--- src/rtl/output_ctrl_pkg.sv ---
// Shared definitions for the router output-port controller: polarity
// encodings (common with the input controller), flit width default and
// the port-index map used across the router.
package output_ctrl_pkg;

  localparam int DATA_WIDTH_DEF = 64;

  localparam logic [2:0] ST_IDLE = 3'b001;
  localparam logic [2:0] ST_ODD  = 3'b010;
  localparam logic [2:0] ST_EVEN = 3'b100;

  localparam int PORT_N  = 0;
  localparam int PORT_E  = 1;
  localparam int PORT_S  = 2;
  localparam int PORT_W  = 3;
  localparam int PORT_PE = 4;

  // IDLE enters ODD once, then ODD and EVEN alternate; anything else recovers to IDLE.
  function automatic logic [2:0] next_polarity(input logic [2:0] cur);
    logic [2:0] nxt;
    case (cur)
      ST_IDLE: nxt = ST_ODD;
      ST_ODD:  nxt = ST_EVEN;
      ST_EVEN: nxt = ST_ODD;
      default: nxt = ST_IDLE;
    endcase
    return nxt;
  endfunction

endpackage

--- src/rtl/output_ctrl_if.sv ---
// Bundle of the arbitration side (requests, flits, grants) and the
// downstream link handshake of one router output port.
interface output_ctrl_if
  import output_ctrl_pkg::*;
#(
  parameter int DATA_WIDTH = DATA_WIDTH_DEF,
  parameter int NUM_IN     = 4
);

  logic [NUM_IN-1:0]            req_in;
  logic [NUM_IN*DATA_WIDTH-1:0] data_in;
  logic [NUM_IN-1:0]            grant_out;
  logic                         receiveO;
  logic                         sendO;
  logic [DATA_WIDTH-1:0]        dataO;

  modport master (
    output req_in, data_in, receiveO,
    input  grant_out, sendO, dataO
  );

  modport slave (
    input  req_in, data_in, receiveO,
    output grant_out, sendO, dataO
  );

endinterface

--- src/rtl/output_ctrl_rr_arbiter.sv ---
// Round-robin arbiter: scans requests starting at ptr and wrapping at
// NUM_IN-1 -> 0, granting the first active one when enabled.
module output_ctrl_rr_arbiter #(
  parameter int NUM_IN = 4,
  parameter int PTR_W  = (NUM_IN > 1) ? $clog2(NUM_IN) : 1
) (
  input  logic [NUM_IN-1:0] req,
  input  logic [PTR_W-1:0]  ptr,
  input  logic              enable,
  output logic [NUM_IN-1:0] grant,
  output logic [PTR_W-1:0]  winner,
  output logic              any_grant
);

  // First requester at or after the pointer wins; at most one grant bit is set.
  always_comb begin
    logic [PTR_W-1:0] idx;
    grant     = '0;
    winner    = '0;
    any_grant = 1'b0;
    idx       = '0;
    for (int k = 0; k < NUM_IN; k++) begin
      idx = PTR_W'((int'(ptr) + k) % NUM_IN);
      if (enable && !any_grant && req[idx]) begin
        grant[idx] = 1'b1;
        winner     = idx;
        any_grant  = 1'b1;
      end
    end
  end

endmodule

--- src/rtl/output_ctrl_vc_buffer.sv ---
// Small FIFO used as one virtual-channel output buffer. Writes into a full
// buffer and reads from an empty one are ignored, so nothing is overwritten.
module output_ctrl_vc_buffer #(
  parameter int DATA_WIDTH = 64,
  parameter int DEPTH      = 1
) (
  input  logic                  clk,
  input  logic                  rst,
  input  logic                  wr_en,
  input  logic [DATA_WIDTH-1:0] wr_data,
  input  logic                  rd_en,
  output logic [DATA_WIDTH-1:0] rd_data,
  output logic                  full,
  output logic                  empty
);

  localparam int AW = (DEPTH > 1) ? $clog2(DEPTH) : 1;
  localparam int CW = $clog2(DEPTH + 1);

  logic [DATA_WIDTH-1:0] mem [DEPTH];
  logic [AW-1:0]         wr_ptr;
  logic [AW-1:0]         rd_ptr;
  logic [CW-1:0]         count;
  logic                  do_wr;
  logic                  do_rd;

  function automatic logic [AW-1:0] bump(input logic [AW-1:0] p);
    return (p == AW'(DEPTH - 1)) ? '0 : p + AW'(1);
  endfunction

  assign full    = (count == CW'(DEPTH));
  assign empty   = (count == '0);
  assign do_wr   = wr_en & ~full;
  assign do_rd   = rd_en & ~empty;
  assign rd_data = mem[rd_ptr];

  // Storage and occupancy; reset clears the contents so the head reads as zero.
  always_ff @(posedge clk) begin
    if (rst) begin
      for (int i = 0; i < DEPTH; i++) mem[i] <= '0;
      wr_ptr <= '0;
      rd_ptr <= '0;
      count  <= '0;
    end else begin
      if (do_wr) begin
        mem[wr_ptr] <= wr_data;
        wr_ptr      <= bump(wr_ptr);
      end
      if (do_rd) rd_ptr <= bump(rd_ptr);
      count <= count + CW'(do_wr) - CW'(do_rd);
    end
  end

endmodule

--- src/rtl/output_ctrl.sv ---
// Router output-port controller. Each polarity writes one VC buffer (fed by
// the arbiter) and sends from the other, so a buffer is never written and
// read in the same cycle.
module output_ctrl
  import output_ctrl_pkg::*;
#(
  parameter int DATA_WIDTH   = DATA_WIDTH_DEF,
  parameter int NUM_IN       = 4,
  parameter int BUFFER_DEPTH = 1
) (
  input logic        clk,
  input logic        rst,
  output_ctrl_if.slave bus
);

  localparam int PTR_W = (NUM_IN > 1) ? $clog2(NUM_IN) : 1;

  logic [2:0]            state;
  logic                  in_odd;
  logic                  in_even;
  logic [PTR_W-1:0]      rr_ptr_odd;
  logic [PTR_W-1:0]      rr_ptr_even;
  logic [PTR_W-1:0]      cur_ptr;
  logic [PTR_W-1:0]      next_ptr;
  logic [NUM_IN-1:0]     grant;
  logic [PTR_W-1:0]      winner;
  logic                  any_grant;
  logic                  arb_enable;
  logic [DATA_WIDTH-1:0] win_data;
  logic                  odd_full, odd_empty, even_full, even_empty;
  logic [DATA_WIDTH-1:0] odd_head, even_head;
  logic                  src_full;
  logic                  send;

  assign in_odd  = (state == ST_ODD);
  assign in_even = (state == ST_EVEN);

  assign cur_ptr    = in_even ? rr_ptr_even : rr_ptr_odd;
  assign arb_enable = (in_odd & ~odd_full) | (in_even & ~even_full);
  assign next_ptr   = (winner == PTR_W'(NUM_IN - 1)) ? '0 : winner + PTR_W'(1);

  assign src_full = (in_odd & ~even_empty) | (in_even & ~odd_empty);
  assign send     = src_full & bus.receiveO;

  assign bus.grant_out = grant;
  assign bus.sendO     = send;
  assign bus.dataO     = in_even ? odd_head : even_head;

  output_ctrl_rr_arbiter #(
    .NUM_IN (NUM_IN),
    .PTR_W  (PTR_W)
  ) u_rr_arbiter (
    .req       (bus.req_in),
    .ptr       (cur_ptr),
    .enable    (arb_enable),
    .grant     (grant),
    .winner    (winner),
    .any_grant (any_grant)
  );

  // Select the granted input's flit slot for the write into the target VC.
  always_comb begin
    win_data = '0;
    for (int i = 0; i < NUM_IN; i++) begin
      if (grant[i]) win_data = bus.data_in[i*DATA_WIDTH +: DATA_WIDTH];
    end
  end

  // Polarity cycle: IDLE, then alternating ODD/EVEN.
  always_ff @(posedge clk) begin
    if (rst) state <= ST_IDLE;
    else     state <= next_polarity(state);
  end

  // Only the pointer of the polarity that granted advances past its winner.
  always_ff @(posedge clk) begin
    if (rst) begin
      rr_ptr_odd  <= '0;
      rr_ptr_even <= '0;
    end else if (any_grant) begin
      if (in_odd)  rr_ptr_odd  <= next_ptr;
      if (in_even) rr_ptr_even <= next_ptr;
    end
  end

  output_ctrl_vc_buffer #(
    .DATA_WIDTH (DATA_WIDTH),
    .DEPTH      (BUFFER_DEPTH)
  ) u_odd_buf (
    .clk     (clk),
    .rst     (rst),
    .wr_en   (in_odd & any_grant),
    .wr_data (win_data),
    .rd_en   (in_even & send),
    .rd_data (odd_head),
    .full    (odd_full),
    .empty   (odd_empty)
  );

  output_ctrl_vc_buffer #(
    .DATA_WIDTH (DATA_WIDTH),
    .DEPTH      (BUFFER_DEPTH)
  ) u_even_buf (
    .clk     (clk),
    .rst     (rst),
    .wr_en   (in_even & any_grant),
    .wr_data (win_data),
    .rd_en   (in_odd & send),
    .rd_data (even_head),
    .full    (even_full),
    .empty   (even_empty)
  );

endmodule

--- src/flat_wrapper.sv ---
// flat-port wrapper written by rule: the top's interface ports become plain ports
module output_ctrl_flat import output_ctrl_pkg::*;
#(
  parameter int DATA_WIDTH   = DATA_WIDTH_DEF,
  parameter int NUM_IN       = 4,
  parameter int BUFFER_DEPTH = 1
)
  (clk, rst, bus_req_in, bus_data_in, bus_receiveO, bus_grant_out, bus_sendO, bus_dataO);
  output_ctrl_if #(.DATA_WIDTH(DATA_WIDTH), .NUM_IN(NUM_IN)) bus_i ();
  input logic clk;
  input logic rst;
  input wire logic [$bits(bus_i.req_in)-1:0] bus_req_in;
  input wire logic [$bits(bus_i.data_in)-1:0] bus_data_in;
  input wire logic [$bits(bus_i.receiveO)-1:0] bus_receiveO;
  output wire logic [$bits(bus_i.grant_out)-1:0] bus_grant_out;
  output wire logic [$bits(bus_i.sendO)-1:0] bus_sendO;
  output wire logic [$bits(bus_i.dataO)-1:0] bus_dataO;
  assign bus_i.req_in = bus_req_in;
  assign bus_i.data_in = bus_data_in;
  assign bus_i.receiveO = bus_receiveO;
  assign bus_grant_out = bus_i.grant_out;
  assign bus_sendO = bus_i.sendO;
  assign bus_dataO = bus_i.dataO;
  output_ctrl #(.DATA_WIDTH(DATA_WIDTH), .NUM_IN(NUM_IN), .BUFFER_DEPTH(BUFFER_DEPTH)) u_core (.clk(clk), .rst(rst), .bus(bus_i));
endmodule
--- config.mk ---
export PLATFORM = sky130hd
export DESIGN_NAME = output_ctrl_flat
export DESIGN_NICKNAME = d
export VERILOG_FILES = /design/src/rtl/output_ctrl_pkg.sv /design/src/rtl/output_ctrl_if.sv /design/src/rtl/output_ctrl_rr_arbiter.sv /design/src/rtl/output_ctrl_vc_buffer.sv /design/src/rtl/output_ctrl.sv /design/src/flat_wrapper.sv
export SDC_FILE = /design/constraint.sdc
export NUM_CORES = 1
export LEC_CHECK = 0
export CORE_ASPECT_RATIO = 1.5
export CORE_MARGIN = 2
export CORE_UTILIZATION = 50
export DETAILED_ROUTE_END_ITERATION = 6
export DONT_BUFFER_PORTS = 1
export GPL_ROUTABILITY_DRIVEN = 0
export HOLD_SLACK_MARGIN = 0.08
export MAX_ROUTING_LAYER = met4
export SLEW_MARGIN = 25
export SYNTH_ARGS = -nofsm -noshare
export SYNTH_HDL_FRONTEND = slang
export SYNTH_HIERARCHICAL = 1
export SYNTH_SLANG_ARGS = --single-unit
--- constraint.sdc ---
create_clock -name clk -period 13.9 [get_ports clk]
set_clock_uncertainty 0.1 [all_clocks]
set_input_delay 2.78 -clock clk [delete_from_list [all_inputs] [get_ports clk]]
set_output_delay 2.78 -clock clk [all_outputs]
set_load 0.05 [all_outputs]
==> impl_metrics.py, run 1 <==
metrics = {
    "synthesis": {
        "synth-seq-cells": 137,
        "syn_inst": 688,
        "synth_compound_area_share_pct": 17.03,
        "seq_area_frac_synth_pct": 49.44,
        "synth_edf_count": 128,
        "synth.cell_area_sq_um": 8139,
        "synth-xor-area-share_pct": 0.1076,
        "async_reset_ff_share_pct": 0,
        "ys.flop_type": "edfxtp_1",
        "synth_cell_types": 52,
        "synth_mux_area_share_pct": 13.13,
        "synth_adder_area_share_pct": 1.230,
        "synthesis.nets": 959,
        "synth_area_per_cell_sq_um": 11.83,
        "synth_top_family_by_area": "compound AO/OA/AOI/OAI gates",
        "yosysWarnings": 6,
        "synth-simple-area-share_pct": 14.47,
    },
    "detailed_routing": {
        "vias": 5676,
        "drt_iter0_drc": 337,
        "wl_per_cell_um": 22.90,
        "viasPerCell": 6.472,
        "drt-pass1-iter-count": 5,
        "ant_nets": 0,
        "route.detailed.drc": 0,
        "wirelength_um": 20080,
    },
    "global_routing": {
        "grt_pass1_vias": 5709,
        "groute.usage.overall_pct": 23.07,
        "antenna_found_initial": 0,
        "gr-total-overflow": 0,
        "grt_pass1_wl_um": 29660,
        "grt_start_max_net_pins": 68,
    },
    "placement": {
        "port-buffer-count": 0,
        "place_area_sq_um": 8163,
        "dp_slack_ps": 6664,
        "post-dp-hpwl_um": 13630,
    },
    "final_layout": {
        "filler_cell_count": 1383,
        "drive_gt1_share_pct": 18.78,
        "antenna_cells": 0,
        "finalInstanceArea_sq_um": 8751,
        "layout.nets": 930,
        "area_delta_synth_final_pct": 7.517,
        "layout_common_cells": "128 x and2_1, 128 x edfxtp_1, 66 x a22oi_1, 66 x a21oi_1, 64 x o22ai_1",
    },
    "power_and_ir_drop": {
        "powerDensity_nw_per_um2": 118.9,
        "p_total_mw": 1.040,
        "ir_worst_vdd_v": 0.00007073,
        "leakagePower_nw": 3.052,
    },
    "critical_path": {
        "path_class": "reg -> out",
        "reg2reg_from": "u_core/state[2]$_SDFF_PP0_",
        "crit_slowest_cell": "a221o_1",
        "cp.arrival_ps": 4430,
        "slowest_delay_ps": 650,
        "worstPathRequired_ps": 11020,
        "r2r_cells": 17,
        "reg2reg_slack_ps": 7630,
        "cp_cell_sequence": "nand2b_4 -> nor2_4 -> buf_4 -> mux2_2 -> inv_1 -> ha_1 -> mux4_2 -> nor2b_4 -> nor2_1 -> a221o_1",
        "worst-path-max-fanout": 32,
        "endpoint_kind": "primary output",
        "rr_endpoint": "u_core/u_even_buf/mem[0][59]$_SDFFCE_PN0P_",
        "critPathLaunchType": "flip-flop",
    },
    "worst_hold_path": {
        "hp-start": "u_core/rr_ptr_odd[1]$_SDFFE_PP0P_",
        "hold_depth": 2,
        "holdPathEnd": "u_core/rr_ptr_odd[1]$_SDFFE_PP0P_",
        "hp-class": "reg -> reg",
    },
    "die": {
        "die_x_um": 108.2,
        "dieArea_sq_um": 17340,
        "die_h_um": 160.3,
        "start_util_pct": 50.72,
        "io_pins": 332,
        "core_area_sq_um": 16050,
        "row_count": 57,
    },
    "clocking": {
        "clock_sinks": 137,
        "cts.repair.resized": 0,
        "clk_latency_ps": 410,
        "htreeDepth": 4,
        "cts-buffers-inserted": 17,
        "cts_tree": "yes",
        "clock_path_buffers": 2,
        "post_cts_buffers": 0,
        "hold_buffers": 0,
        "cts.clk_slew.worst_paths_ps": 60,
        "cts_root_buf": "clkbuf_16",
    },
    "timing": {
        "fmax_ghz": 0.1367,
        "grt_setup_unrepaired": "no",
        "finalWorstSetupSlack_ps": 6587,
        "fin_crit_ps": 7313,
        "hold_violations": 0,
        "worstMarginPinSlew_ps": 976.9,
        "fin_setup_tns_ps": 0,
        "whs_ps": 401.8,
        "setup_viol": 0,
        "slew-limit-headroom_pct": 34.88,
        "fin_crit_sh_pct": 52.61,
        "drv_slew": 0,
    },
    "outcome": {
        "outcome": "finished clean",
    },
    "run": {
        "max_cap_violations": 0,
    },
}
-- critical path, delay by kind of cell (launching register included) --
family          cells  cell delay [ps]
flops               1              500
simple gates        4              600
compound gates      1              650
fa+ha+maj           1              500
buf+inv             2              620
mux                 2             1140
-- report_power, final --
group	leakage, nW	switching (mW)	internal [mW]
registers	1.39	0.00823	0.466
clock network	0.266	0.172	0.264
logic	1.39	0.0897	0.0402
total	3.05	0.270	0.770
-- metal layers --
| layer | vias to the layer above | part of all wire (%) | GRT usage, % |
|---|---|---|---|
| li1 | 2585 | - | - |
| met1 | 2730 | 37 | 24.74 |
| met2 | 322 | 53 | 40.54 |
| met3 | 39 | 7.7 | 6.490 |
| met4 | 0 | 2.0 | 7.517 |
| met5 | - | 0 | - |
-- cell families (layout without fill, tap and decap cells) --
group	after synthesis	in the layout
mux	79	79
xor+xnor	1	1
fa+ha+maj	8	8
compound gates	217	217
flops	137	137
buf+inv	65	48
simple gates	181	181
-- per-stage QoR --
| stage | utilization [%] | std cells |
|---|---|---|
| after global routing | 54.53 | 877 |
| final | 54.53 | 877 |
| after detailed placement | 50.87 | 845 |
| after floorplan | - | 688 |
| after global placement | 50.78 | 844 |
| after CTS | 54.46 | 876 |
-- state kept, by name (all words and copies together) (netlist names) --
signal / count
u_core/rr_ptr_even: 2
u_core/u_even_buf/mem: 64
u_core/u_odd_buf/mem: 64
u_core/rr_ptr_odd: 2
u_core/state: 3
u_core/u_even_buf/full: 1
u_core/u_odd_buf/full: 1
-- synth_stat cells, drive strengths merged, types with 2 or more instances --
library cell  count  area, sq um
a21oi            66        330.3
a221o             4        40.04
a22oi            66        495.5
a2bb2oi           3        26.28
a31oi             3        18.77
and2            128        800.8
and4bb            2        25.02
buf              22        197.7
clkbuf           36        150.2
dfxtp             9        180.2
edfxtp          128         3844
ha                8        100.1
inv               7        26.27
mux2             69        927.1
mux2i             7        70.07
mux4              3        71.32
nand2             5        18.77
nand2b            8        57.55
nand3             3        15.01
nand3b            3        22.52
nor2             14        60.06
nor2b             6        45.04
nor3b             3        45.05
nor4b             3        41.29
o211ai            3        22.52
o21ai             4        20.01
o22ai            64        400.4
-- layout make-up --
type | instances | area [sq um] | share of cell area [%]
Sequential cell | 137 | 4024 | 45.98
Tap cell | 206 | 257.7 | 2.945
Inverter | 7 | 27.53 | 0.3146
Timing Repair Buffer | 10 | 86.33 | 0.9866
Clock buffer | 17 | 425.4 | 4.861
Clock inverter | 14 | 150.1 | 1.716
Multi-Input combinational cell | 486 | 3780 | 43.19
-- worst max path at each step --
stage                                           from          endpoint  slack (ps)  cells after the start
final                     u_core/state[2]$_SDFF_PP0_  bus_grant_out[3]        6590                     10
after global routing      u_core/state[2]$_SDFF_PP0_  bus_grant_out[3]        6290                     10
after CTS                 u_core/state[2]$_SDFF_PP0_  bus_grant_out[3]        6590                      9
after detailed placement               bus_req_in[0]  bus_grant_out[3]        6660                      5
after global placement                 bus_req_in[2]  bus_grant_out[3]        6700                      3
after floorplan                        bus_req_in[1]  bus_grant_out[3]        6680                      4
Power figures use the tool's default switching activity.
==> run 2: changes to the inputs <==
clock period = 6.88 ns   (was 13.9 ns; I/O delays follow)
==> impl_metrics.py, run 2 (same netlist as run 1, synthesis figures left out) <==
metrics = {
    "final_layout": {
        "drive_gt1_share_pct": 18.90,
        "utilization_pct": 54.46,
        "layout_common_cells": "128 x and2_1, 128 x edfxtp_1, 66 x a22oi_1, 66 x a21oi_1, 64 x o22ai_1",
        "reg_top3": "u_core/u_even_buf/mem: 64 flops, u_core/u_odd_buf/mem: 64 flops, u_core/state: 3 flops",
        "layout.nets": 930,
        "antenna_cells": 0,
        "area_delta_synth_final_pct": 7.379,
    },
    "power_and_ir_drop": {
        "ir_worst_vdd_v": 0.0001740,
        "p_total_mw": 2.086,
        "leakagePower_nw": 3.056,
        "powerDensity_nw_per_um2": 238.7,
    },
    "timing": {
        "drv_slew": 0,
        "fin_setup_tns_ps": 0,
        "fin_crit_ps": 5692,
        "fmax_ghz": 0.1757,
        "hold_violations": 0,
        "setup_viol": 0,
        "slew-limit-headroom_pct": 32.51,
        "grt_setup_unrepaired": "no",
        "fin_crit_sh_pct": 82.73,
        "finalWorstSetupSlack_ps": 1188,
        "worstMarginPinSlew_ps": 1012,
        "whs_ps": 421.0,
    },
    "die": {
        "die_x_um": 108.2,
        "row_count": 57,
        "start_util_pct": 50.72,
        "core_area_sq_um": 16050,
        "die_h_um": 160.3,
        "dieArea_sq_um": 17340,
        "io_pins": 332,
    },
    "clocking": {
        "post_cts_buffers": 0,
        "clk_latency_ps": 410,
        "htreeDepth": 4,
        "cts_tree": "yes",
        "cts.clk_slew.worst_paths_ps": 60,
        "cts-buffers-inserted": 17,
        "cts_root_buf": "clkbuf_16",
        "hold_buffers": 0,
        "clock_path_buffers": 2,
        "clock_sinks": 137,
        "cts.repair.resized": 0,
    },
    "worst_hold_path": {
        "hp-class": "reg -> reg",
    },
    "placement": {
        "port-buffer-count": 0,
        "post-dp-hpwl_um": 13940,
        "dp_slack_ps": 1345,
    },
    "outcome": {
        "outcome": "finished clean",
    },
    "global_routing": {
        "antenna_found_initial": 0,
        "grt_start_max_net_pins": 65,
        "groute.usage.overall_pct": 23.57,
        "grt_pass1_wl_um": 30520,
        "gr-total-overflow": 0,
        "grt_pass1_vias": 5747,
    },
    "critical_path": {
        "cp.arrival_ps": 4220,
        "endpoint_kind": "primary output",
        "path_class": "reg -> out",
        "worst-path-max-fanout": 39,
        "worstPathRequired_ps": 5400,
        "critPathLaunchType": "flip-flop",
    },
    "detailed_routing": {
        "wl_per_cell_um": 23.13,
        "route.detailed.drc": 0,
        "ant_nets": 0,
        "wirelength_um": 20310,
        "vias": 5629,
        "drt_iter0_drc": 329,
        "viasPerCell": 6.411,
        "drt-pass1-iter-count": 7,
    },
    "run": {
        "max_cap_violations": 0,
    },
}
==> run 2: per-stage QoR <==
step,instances,instance area (sq um)
finish,878,8740
global route,878,8740
CTS,878,8738
detailed placement,846,8170
global placement,844,8148
floorplan,688,8139
==> run 2: path summary, 6_finish.rpt <==
check        slack, ps                                from                                   endpoint  cells past startpoint
min reg2reg        420  u_core/rr_ptr_even[1]$_SDFFE_PP0P_         u_core/rr_ptr_even[1]$_SDFFE_PP0P_                      2
max               1190          u_core/state[1]$_SDFF_PP0_                           bus_grant_out[1]                      9
min                420  u_core/rr_ptr_even[1]$_SDFFE_PP0P_         u_core/rr_ptr_even[1]$_SDFFE_PP0P_                      2
max reg2reg       1250          u_core/state[1]$_SDFF_PP0_  u_core/u_odd_buf/mem[0][59]$_SDFFCE_PN0P_                     13
==> run 2: power breakdown <==
part / internal, mW / total (mW) / switching, mW
registers: 0.941 / 0.958 / 0.0164
logic: 0.0812 / 0.262 / 0.181
clock network: 0.506 / 0.866 / 0.360
total: 1.53 / 2.09 / 0.558
==> run 2: layout make-up <==
type	instances	area, sq um
fillers	1351	7307
multi-input cells	486	3780
well taps	206	257.7
repair buffers	10	82.58
clock buffers	18	429.2
inverters	7	27.53
clock inverters	14	138.9
flip-flops and latches	137	4024
==> run 2: worst max-delay path, cell delays in order (launching register included) <==
cell and delay, ps:
dfxtp_1 430, nand2b_4 200, nor2_4 50, mux2_2 510, inv_1 200, ha_1 470
mux4_2 600, nor2b_4 180, nor2_1 250, a221o_2 890
==> run 2: routing by layer <==
layer	wire length, um	track usage (%)	part of all wire, %	vias to the layer above
met4	531	8.800	2.6	0
met5	0	-	0	-
met3	1312	5.143	6.5	34
li1	-	-	-	2589
met2	10640	40.74	52	260
met1	7825	26.38	39	2746
==> run 3: changes to the inputs <==
clock period = 5.63 ns   (was 6.88 ns; I/O delays follow)
==> impl_metrics.py, run 3 (same netlist as run 1, synthesis figures left out) <==
metrics = {
    "critical_path": {
        "cp_num_buf_inv": 2,
        "crit_slowest_cell": "mux4_2",
        "path_class": "reg -> out",
        "endpoint_kind": "primary output",
        "cp.arrival_ps": 4070,
        "slowest_delay_ps": 610,
        "worst-path-max-fanout": 37,
        "worstPathRequired_ps": 4400,
        "cp_cell_sequence": "nand2b_4 -> nor2_4 -> mux2_2 -> inv_1 -> ha_1 -> mux4_2 -> nor2b_4 -> a22oi_1 -> nor2b_1 -> a221o_2 -> buf_4",
        "critPathLaunchType": "flip-flop",
        "path_delay_family": "multiplexers",
    },
    "placement": {
        "dp_slack_ps": 440.6,
        "port-buffer-count": 0,
        "post-dp-hpwl_um": 14000,
        "place_area_sq_um": 8200,
    },
    "clocking": {
        "clk_latency_ps": 410,
        "cts_tree": "yes",
        "post_cts_buffers": 0,
        "cts_root_buf": "clkbuf_16",
        "cts.repair.resized": 0,
        "clock_path_buffers": 2,
        "cts.clk_slew.worst_paths_ps": 70,
        "hold_buffers": 0,
        "cts-buffers-inserted": 17,
        "htreeDepth": 4,
        "clock_sinks": 137,
    },
    "detailed_routing": {
        "vias": 5743,
        "drt_iter0_drc": 356,
        "viasPerCell": 6.504,
        "wirelength_um": 20570,
        "wl_per_cell_um": 23.29,
        "route.detailed.drc": 0,
        "drt-pass1-iter-count": 5,
        "ant_nets": 0,
    },
    "final_layout": {
        "reg_top3": "u_core/u_even_buf/mem: 64 flops, u_core/u_odd_buf/mem: 64 flops, u_core/state: 3 flops",
        "filler_cell_count": 1395,
        "layout.nets": 935,
        "layout_common_cells": "128 x and2_1, 128 x edfxtp_1, 66 x a22oi_1, 66 x a21oi_1, 64 x o22ai_1",
        "multi_input_area_sq_um": 3780,
        "drive_gt1_share_pct": 19.50,
        "antenna_cells": 0,
        "finalInstanceArea_sq_um": 8767,
        "area.sequential_sq_um": 4024,
        "area_delta_synth_final_pct": 7.717,
    },
    "global_routing": {
        "grt_start_max_net_pins": 65,
        "groute.usage.overall_pct": 23.77,
        "gr-total-overflow": 0,
        "grt_pass1_vias": 5633,
        "antenna_found_initial": 0,
        "grt_pass1_wl_um": 30520,
    },
    "timing": {
        "worstMarginPinSlew_ps": 980.2,
        "fin_setup_tns_ps": 0,
        "fmax_ghz": 0.1889,
        "slew-limit-headroom_pct": 34.66,
        "whs_ps": 417.0,
        "drv_slew": 0,
        "hold_violations": 0,
        "setup_viol": 0,
        "fin_crit_sh_pct": 94.03,
        "grt_setup_unrepaired": "no",
        "finalWorstSetupSlack_ps": 336.2,
        "fin_crit_ps": 5294,
    },
    "power_and_ir_drop": {
        "leakagePower_nw": 3.072,
        "powerDensity_nw_per_um2": 291.1,
        "ir_worst_vdd_v": 0.0001597,
        "p_total_mw": 2.552,
    },
    "die": {
        "io_pins": 332,
        "start_util_pct": 50.72,
        "die_x_um": 108.2,
        "row_count": 57,
        "core_area_sq_um": 16050,
        "die_h_um": 160.3,
        "dieArea_sq_um": 17340,
    },
    "outcome": {
        "outcome": "finished clean",
    },
    "worst_hold_path": {
        "hp-class": "reg -> reg",
    },
    "run": {
        "max_cap_violations": 0,
    },
}
==> run 3: cell types whose count changed in the layout (fill, tap and decap cells not counted) <==
cell	previous run	this run
clkinvlp_4	3	4
inv_2	0	1
clkinv_4	3	2
buf_6	2	0
buf_4	8	15
clkinv_2	2	1
==> run 3: power by group <==
group          leakage, nW  switching, mW  internal, mW  total (mW)
combinational         1.41          0.225         0.102       0.327
clock                0.266          0.437         0.617        1.05
sequential            1.39         0.0201          1.15        1.17
total                 3.07          0.682          1.87        2.55
==> run 3: path summary, 6_finish.rpt <==
| kind | start | endpoint | slack, ps | cells past startpoint |
|---|---|---|---|---|
| hold reg to reg | u_core/rr_ptr_even[1]$_SDFFE_PP0P_ | u_core/rr_ptr_even[1]$_SDFFE_PP0P_ | 420 | 2 |
| setup reg to reg | u_core/state[1]$_SDFF_PP0_ | u_core/u_even_buf/mem[0][26]$_SDFFCE_PN0P_ | 340 | 14 |
| hold / removal | u_core/rr_ptr_even[1]$_SDFFE_PP0P_ | u_core/rr_ptr_even[1]$_SDFFE_PP0P_ | 420 | 2 |
| setup / recovery | u_core/state[1]$_SDFF_PP0_ | bus_grant_out[1] | 340 | 11 |
==> run 3: area by class of cell <==
| type | count | area share, % |
|---|---|---|
| flip-flops and latches | 137 | 45.90 |
| multi-input cells | 486 | 43.11 |
| clock buffers | 18 | 4.895 |
| well taps | 206 | 2.940 |
| clock inverters | 14 | 1.570 |
| repair buffers | 15 | 1.284 |
| inverters | 7 | 0.2997 |
==> run 3: layer usage <==
layer  wire (um)  vias to the layer above  global-route usage (%)
li1            -                     2597                       -
met1        7850                     2823                   27.04
met2       10810                      294                   40.59
met3        1531                       29                   6.327
met4         374                        0                   7.226
met5           0                        -                       -
==> run 3: through the flow <==
stage | utilization, % | instances
finish | 54.64 | 883
global route | 54.64 | 883
CTS | 54.64 | 883
detailed placement | 51.10 | 851
global placement | 51.10 | 851
floorplan | - | 688
==> run 3: worst register-to-register path: stages (launching register included) <==
cell and delay, ps:
dfxtp_1 450, nand2b_4 210, nor2_4 50, mux2_2 500, inv_1 190, ha_1 490, mux4_2 610, nor2b_4 180
nor2_1 220, a221o_1 660, nand2b_2 480, buf_4 430, o22ai_1 190, a21oi_1 210, and2_1 170
